$ cat config.mk
export PLATFORM = sky130hd
export DESIGN_NAME = y86_prog_loader
export DESIGN_NICKNAME = d
export VERILOG_FILES = /design/src/rtl/y86_prog_loader.sv
export SDC_FILE = /design/constraint.sdc
export NUM_CORES = 1
export LEC_CHECK = 0
export BUFFER_PORTS_ARGS = -buffer_cell sky130_fd_sc_hd__buf_2
export CAP_MARGIN = 20
export CORE_UTILIZATION = 40
export DETAILED_ROUTE_END_ITERATION = 7
export GPL_ROUTABILITY_DRIVEN = 0
export GPL_TIMING_DRIVEN = 1
export PLACE_DENSITY = 0.67
export SLEW_MARGIN = 25
export SYNTH_ARGS = -nofsm -noshare
export SYNTH_HDL_FRONTEND = slang
export SYNTH_SLANG_ARGS = --single-unit
$ cat constraint.sdc
create_clock -name clk_i -period 2.26 [get_ports clk_i]
set_input_delay 0.452 -clock clk_i [delete_from_list [all_inputs] [get_ports clk_i]]
set_output_delay 0.452 -clock clk_i [all_outputs]
set_load 0.1 [all_outputs]
$ cat src/rtl/y86_prog_loader.sv
// Streams program bytes into 64-bit instruction-memory words and holds the
// Y86 core in reset until a complete program has been written.
module y86_prog_loader #(
  parameter int ADDR_W = 10
) (
  input  logic              clk_i,
  input  logic              rst_n_i,
  input  logic              start_i,
  input  logic              byte_valid_i,
  input  logic [7:0]        byte_data_i,
  input  logic              byte_last_i,
  output logic              byte_ready_o,
  output logic              imem_we_o,
  output logic [ADDR_W-1:0] imem_addr_o,
  output logic [63:0]       imem_wdata_o,
  output logic              cpu_rst_n_o,
  output logic              busy_o,
  output logic              done_o,
  output logic              err_o,
  output logic [ADDR_W:0]   words_o,
  output logic [1:0]        state_o
);

  // Byte stream handshake: a byte moves when byte_valid_i & byte_ready_o are
  // both high at a rising edge; ready is high for the whole of LOAD and never
  // stalls for word writes, and valid may rise or fall without waiting.

  typedef enum logic [1:0] {
    S_IDLE = 2'd0,
    S_LOAD = 2'd1,
    S_RUN  = 2'd2,
    S_ERR  = 2'd3
  } state_t;

  localparam logic [ADDR_W-1:0] ADDR_ONE  = 1;
  localparam logic [ADDR_W:0]   WORDS_ONE = 1;

  state_t            state;
  logic [2:0]        lane;
  logic [ADDR_W-1:0] word_addr;
  logic [ADDR_W:0]   words;
  logic [63:0]       asm_buf;
  logic [63:0]       merged;
  logic              hs;
  logic              overflow;
  logic              word_done;

  assign hs        = byte_valid_i & byte_ready_o;
  assign overflow  = words[ADDR_W];
  assign word_done = (lane == 3'd7) | byte_last_i;

  always_comb begin
    merged = asm_buf;
    merged[{lane, 3'b000} +: 8] = byte_data_i;
  end

  // Status outputs are pure decodes of the registered state.
  assign byte_ready_o = (state == S_LOAD);
  assign busy_o       = (state == S_LOAD);
  assign done_o       = (state == S_RUN);
  assign cpu_rst_n_o  = (state == S_RUN);
  assign err_o        = (state == S_ERR);
  assign words_o      = words;
  assign state_o      = state;

  always_ff @(posedge clk_i or negedge rst_n_i) begin
    if (!rst_n_i) begin
      state        <= S_IDLE;
      lane         <= '0;
      word_addr    <= '0;
      words        <= '0;
      asm_buf      <= '0;
      imem_we_o    <= 1'b0;
      imem_addr_o  <= '0;
      imem_wdata_o <= '0;
    end else begin
      imem_we_o <= 1'b0;
      case (state)
        S_LOAD: begin
          if (hs) begin
            if (overflow) begin
              // Memory already full: drop the byte rather than wrap the address.
              state <= S_ERR;
            end else begin
              asm_buf <= merged;
              lane    <= lane + 3'd1;
              if (word_done) begin
                imem_we_o    <= 1'b1;
                imem_addr_o  <= word_addr;
                imem_wdata_o <= merged;
                word_addr    <= word_addr + ADDR_ONE;
                words        <= words + WORDS_ONE;
                asm_buf      <= '0;
                if (byte_last_i) begin
                  state <= S_RUN;
                end
              end
            end
          end
        end
        default: begin
          // IDLE, RUN and ERR all (re)start a load the same way.
          if (start_i) begin
            state     <= S_LOAD;
            lane      <= '0;
            word_addr <= '0;
            words     <= '0;
            asm_buf   <= '0;
          end
        end
      endcase
    end
  end

endmodule

==> out/summary.txt, run 1 <==
Initial DRT Pass Iterations: 5
Final core occ: 50.1%
Antenna viol nets, final: 0
CTS tree: yes
Post-synthesis sequential area ratio: 54.5%
Fmax achieved: 458 MHz
Grt ovf: 0
Setup-failing EPs final: 0
Unrepaired setup endpoints after global routing: no
Slowest Stage Delay on Critical Path: 0.51 ns
Clk_lat worst skew: 0.43 ns
Fin crit period: 2.18 ns
Crit path DAT: 2.55 ns
CTS max path bufs: 2
Htree depth: 4
Crit share post-route: 96.7%
Initial antenna violation count: 0
Sink Count: 165
Status: complete, no violations
Mapped Area: 7580 um^2
Async set or reset register ratio after synthesis: 100%
Drt total wl: 18.8 mm
Initial core utilization: 41.5%
Die X: 140 um
Cells after Synth: 719
Area share of the largest cell type after synthesis: 54.5%
I/O pins: 106
Top delay family on crit path: simple AND/OR/NAND/NOR gates
Kind of critical path: flop to flop
Hold Violations, Final: 0
Avg WL per Cell: 17.6 um
Remaining DRCs: 0
Die area: 19500 um^2
Synthesized flop and latch total: 165
Vias/cell: 5.57
Pin count of the biggest net entering global routing: 72
Top FF cell, synth: dfrtp_1
Vias in the first global route: 5907
Worst Hold Margin: 0.0399 ns
Proportion of layout cells with a drive suffix above 1: 23.6%
HPWL Detailed: 12.4 mm
Unique masters post-synth: 53
Yosys warns: 0
Bufs and invs on worst path: 1
Core box area: 18300 um^2
Setup TNS: 0 ns
Clk slew on worst S/H paths: 0.07 ns
Tightest Pin Transition: 0.646 ns
Crit-path slowest cell: or4_1
Normalized max-slew margin: 56.9%
Ant. Diodes: 0
Area of the multi-input gates: 3220 um^2
CP dominant cell by count: ha_1
Worst min path class: input port to asynchronous set/reset pin
Clk Tree Root Cell: clkbuf_16
Max-cap violations: 0
Placed Instance Area: 8530 um^2
Commonest non-fill, non-tap cell in the layout: dfrtp_1
Pwr dens: 1180 nW/um^2
Total Power: 10.8 mW
I/O Buffers: 105
Most frequent cells in the layout: dfrtp_1, nand2_1, buf_2, o21ai_0, mux2i_1
All-Layer GR Usage: 20.7%
Max-slew violations: 0
CP Cell Sequence: ha_1 -> ha_1 -> or4_1 -> buf_4 -> o21ai_4 -> a22o_1
FP Rows: 49
Storage cell area: 4130 um^2
Die Ht: 140 um
Crit end category: flop
Mapped Avg Cell Area: 10.5 um^2
First-pass GRT wire length: 31.7 mm
Post-synth EDFFs: 0
Fillers: 1686
Via count: 5939
Pleak: 4.24 nW
Worst Setup Start Kind: flop
VDD IR max: 0.873 mV
Syn Nets: 741
DRT iter0 DRCs: 367
Syn-to-layout area delta: 20.7%
Nets@finish: 847
Final Cell Area: 9150 um^2
Synth top area cells: dfrtp_1, mux2i_1, nand2_1, o2bb2ai_1, o21ai_0
Largest area contributor in the netlist: dfrtp_1
Worst-path maximum fanout: 9
Worst EP required: 2.62 ns
Total CTS buffers: 17
Hold Buf Count CTS: 0
Final Skew: 0.00654 ns
-- registers in the layout (all words and copies together) (netlist names) --
register,flops
words_o,11
imem_addr_o,10
imem_wdata_o,64
lane,3
state_o,2
asm_buf,64
imem_we_o,1
word_addr,10
-- final timing paths --
| check | from | endpoint | slack (ns) | cells past startpoint |
|---|---|---|---|---|
| setup / recovery | lane[0]$_DFFE_PN0P_ | asm_buf[3]$_DFFE_PN0P_ | 0.08 | 6 |
| hold / removal | rst_n_i | imem_wdata_o[63]$_DFFE_PN0P_ | 0.04 | 1 |
| setup reg to reg | lane[0]$_DFFE_PN0P_ | asm_buf[3]$_DFFE_PN0P_ | 0.08 | 6 |
| hold reg to reg | imem_addr_o[8]$_DFFE_PN0P_ | imem_addr_o[8]$_DFFE_PN0P_ | 0.47 | 2 |
| max in group asynchronous | rst_n_i | asm_buf[38]$_DFFE_PN0P_ | 1.60 | 2 |
| min in group clk_i | start_i | state_o[1]$_DFFE_PN0P_ | 0.28 | 2 |
-- layer usage --
metal	vias to the layer above	track usage, %	share of wire, %
li1	2807	-	-
met1	2938	28.8	47
met2	171	32.2	47
met3	23	4.44	4.4
met4	0	6.65	1.5
met5	-	0	0
-- synthesized netlist by cell type (all sizes together) (13+ instances only) --
library cell and instances:
a22o 18, buf 24, nand2 117, o2bb2ai 41, nand3 29, mux2i 49, clkbuf 27, nor2 29
o21ai 68, dfrtp 165, and3 13, a21oi 45
-- layout make-up --
class / instances / share of cell area (%)
clock buffer: 18 / 4.69
clock inverter: 14 / 1.90
inverter: 8 / 0.369
multi-input combinational: 495 / 35.2
sequential: 165 / 45.2
tap: 229 / 3.13
timing repair buffer: 138 / 9.53
-- cells by family after synthesis --
family / Yosys count / synth area share, %
AOI/OAI and AO/OA: 201 / 18.5
adders and majority gates: 9 / 1.49
buffers and inverters: 59 / 3.70
DFF: 165 / 54.5
muxes: 49 / 6.47
and+or+nand+nor: 236 / 15.3
-- where the power goes --
| group | switching [mW] | internal, mW | leakage, nW | total [mW] |
|---|---|---|---|---|
| sequential | 0.251 | 3.27 | 2.25 | 3.52 |
| combinational | 3.31 | 0.951 | 1.71 | 4.26 |
| clock | 1.24 | 1.75 | 0.284 | 2.99 |
-- through the flow --
stage | instances | setup slack (ns)
CTS | 1067 | 0.0249
global placement | 1035 | 0.147
global route | 1067 | 0.000433
detailed placement | 1035 | 0.0866
floorplan | 719 | -0.203
finish | 1067 | 0.0752
-- timing repair --
item / CTS / global route
setup buffers: 0 / 0
resized for setup: 0 / 5
endpoints found under the setup margin: 0 / 24
Note: power is estimated with default switching activity, not from simulation.
==> run 2: changes to the inputs <==
--- a/config.mk
+++ b/config.mk
@@ -7,6 +7,7 @@
 export LEC_CHECK = 0
 export BUFFER_PORTS_ARGS = -buffer_cell sky130_fd_sc_hd__buf_2
 export CAP_MARGIN = 20
+export CORE_ASPECT_RATIO = 1.1
 export CORE_UTILIZATION = 40
 export DETAILED_ROUTE_END_ITERATION = 7
 export GPL_ROUTABILITY_DRIVEN = 0
==> out/summary.txt, run 2 (same netlist as run 1, synthesis figures left out) <==
VDD IR max: 0.754 mV (-14%)
Unrepaired setup endpoints after global routing: no
P_sw: 4.83 mW (+0.77%)
Status: complete, no violations
Reg2Reg Depth: 6 (unchanged)
Normalized max-slew margin: 51.3% (-5.7 points)
Clk_lat worst skew: 0.44 ns (about the same)
Final Skew: 0.0120 ns (+0.00549 ns)
Nets@finish: 850 (+0.35%)
Pin count of the biggest net entering global routing: 66 (-8.3%)
Remaining DRCs: 0 (unchanged)
Area of the multi-input gates: 3230 um^2 (+0.19%)
First-pass GRT wire length: 31.0 mm (-2.2%)
Worst-path maximum fanout: 10 (+1)
Antenna viol nets, final: 0 (unchanged)
Clk slew on worst S/H paths: 0.07 ns (about the same)
Die Ht: 146 um (+4.8%)
Avg WL per Cell: 17.2 um (-2.5%)
Grt ovf: 0 (unchanged)
Sink Count: 165 (unchanged)
CTS tree: yes
Fillers: 1728 (+2.5%)
Crit path DAT: 1.70 ns (-0.85 ns)
Total CTS buffers: 17 (unchanged)
Initial antenna violation count: 0 (unchanged)
Worst EP required: 1.81 ns (-0.81 ns)
Commonest non-fill, non-tap cell in the layout: dfrtp_1
Proportion of layout cells with a drive suffix above 1: 24.0% (+0.39 points)
Worst R2R End: asm_buf[8]$_DFFE_PN0P_
Most frequent cells in the layout: dfrtp_1, nand2_1, buf_2, o21ai_0, mux2i_1
HPWL Detailed: 12.6 mm (+1.6%)
Vias in the first global route: 5911 (+0.068%)
Fmax achieved: 464 MHz (+1.5%)
Die X: 133 um (-4.6%)
Max-cap violations: 0 (unchanged)
Fin crit period: 2.15 ns (-0.0318 ns)
Setup bufs post-CTS: 0 (unchanged)
Internal: 5.80 mW (-2.9%)
CP endpoint: busy_o
CP Launch Point: state_o[1]$_DFFE_PN0P_
Ant. Diodes: 0 (unchanged)
Initial DRT Pass Iterations: 5 (unchanged)
Clk Tree Root Cell: clkbuf_16
Setup-failing EPs final: 0 (unchanged)
Pwr dens: 1160 nW/um^2 (-1.3%)
Flop2flop setup slack: 0.12 ns (+0.04 ns)
Pleak: 4.24 nW (about the same)
Sequential power share: 33.1% (+0.4 points)
Crit end category: output pin
Placed Instance Area: 8550 um^2 (+0.23%)
Htree depth: 4 (unchanged)
Worst min path class: input port to flop
Drt total wl: 18.6 mm (-0.93%)
Hold Violations, Final: 0 (unchanged)
Via count: 5849 (-1.5%)
Syn-to-layout area delta: 20.8% (about the same)
I/O Buffers: 105 (unchanged)
Vias/cell: 5.40 (-3.1%)
Worst Hold Margin: 0.286 ns (+0.246 ns)
All-Layer GR Usage: 20.3% (-0.35 points)
Max-slew violations: 0 (unchanged)
Worst r2r src: lane[0]$_DFFE_PN0P_
Sw frac: 45.4% (+0.91 points)
Worst Setup Start Kind: flop
FP Rows: 52 (+6.1%)
Part of the power in the clock network: 26.5% (-1.2 points)
Tightest Pin Transition: 0.731 ns (+0.0848 ns)
Kind of critical path: flop to output pin
Crit share post-route: 95.3% (-1.4 points)
CTS max path bufs: 2 (unchanged)
Final core occ: 49.5% (-0.55 points)
Core box area: 18500 um^2 (+1.1%)
DRT iter0 DRCs: 322 (-12%)
Storage cell area: 4130 um^2 (unchanged)
Die area: 19500 um^2 (about the same)
Combinational fraction of design power: 40.4% (+0.8 points)
I/O pins: 106 (unchanged)
Initial core utilization: 41.0% (-0.47 points)
Final Cell Area: 9150 um^2 (about the same)
run 2: power by group through the flow:
stage          clock network [mW]  logic, mW  registers, mW
2_1_floorplan                   0       1.58           5.32
3_3_place_gp                    0       4.21           3.57
3_5_place_dp                    0       4.25           3.57
4_1_cts                      2.87       4.26           3.52
5_1_grt                      3.00       4.55           3.57
6_report                     2.82       4.29           3.52
run 2: metrics by stage:
step / total power [mW] / TNS, ns / instances / setup WS, ns
2_1_floorplan: 6.90 / -9.12 / 719 / -0.203
3_3_place_gp: 7.78 / 0 / 1051 / 0.125
3_5_place_dp: 7.82 / 0 / 1051 / 0.124
4_1_cts: 10.7 / 0 / 1084 / 0.00974
5_1_grt: 11.1 / 0 / 1084 / 0.00674
6_report: 10.6 / 0 / 1084 / 0.107
run 2: how the worst min path moves through the flow:
stage	slack (ns)	depth (start not counted)	start	to
2_1_floorplan	0.16	0	rst_n_i	asm_buf[0]$_DFFE_PN0P_
3_3_place_gp	0.43	1	rst_n_i	asm_buf[60]$_DFFE_PN0P_
3_5_place_dp	0.43	1	rst_n_i	asm_buf[59]$_DFFE_PN0P_
4_1_cts	0.27	2	start_i	state_o[1]$_DFFE_PN0P_
5_1_grt	0.29	2	start_i	state_o[1]$_DFFE_PN0P_
6_report	0.29	2	start_i	state_o[1]$_DFFE_PN0P_
run 2: metal layers:
| metal | track usage [%] | vias to the layer above | share of wire, % |
|---|---|---|---|
| met2 | 32.8 | 150 | 48 |
| met1 | 27.4 | 2873 | 46 |
| met3 | 3.89 | 20 | 4.1 |
| met4 | 6.99 | 0 | 1.4 |
| li1 | - | 2806 | - |
| met5 | 0 | - | 0 |
run 2: timing repair:
action	4_1_cts	5_1_grt
endpoints found under the hold margin	46	0
setup endpoints to repair	0	22
hold buffers	1	0
gates resized for setup	0	6
run 2: final cells by class:
class                   instances  area share [%]
flip-flops and latches        165            45.2
multi-input cells             495            35.3
repair buffers                141            9.66
clock buffers                  17            4.65
well taps                     243            3.32
clock inverters                15            1.57
inverters                       8           0.369
run 2: critical path, cell delays in order (launching register included):
cell and delay (ns):
dfrtp_4 0.54, nand2b_4 0.21, clkinvlp_4 0.17, clkbuf_4 0.35
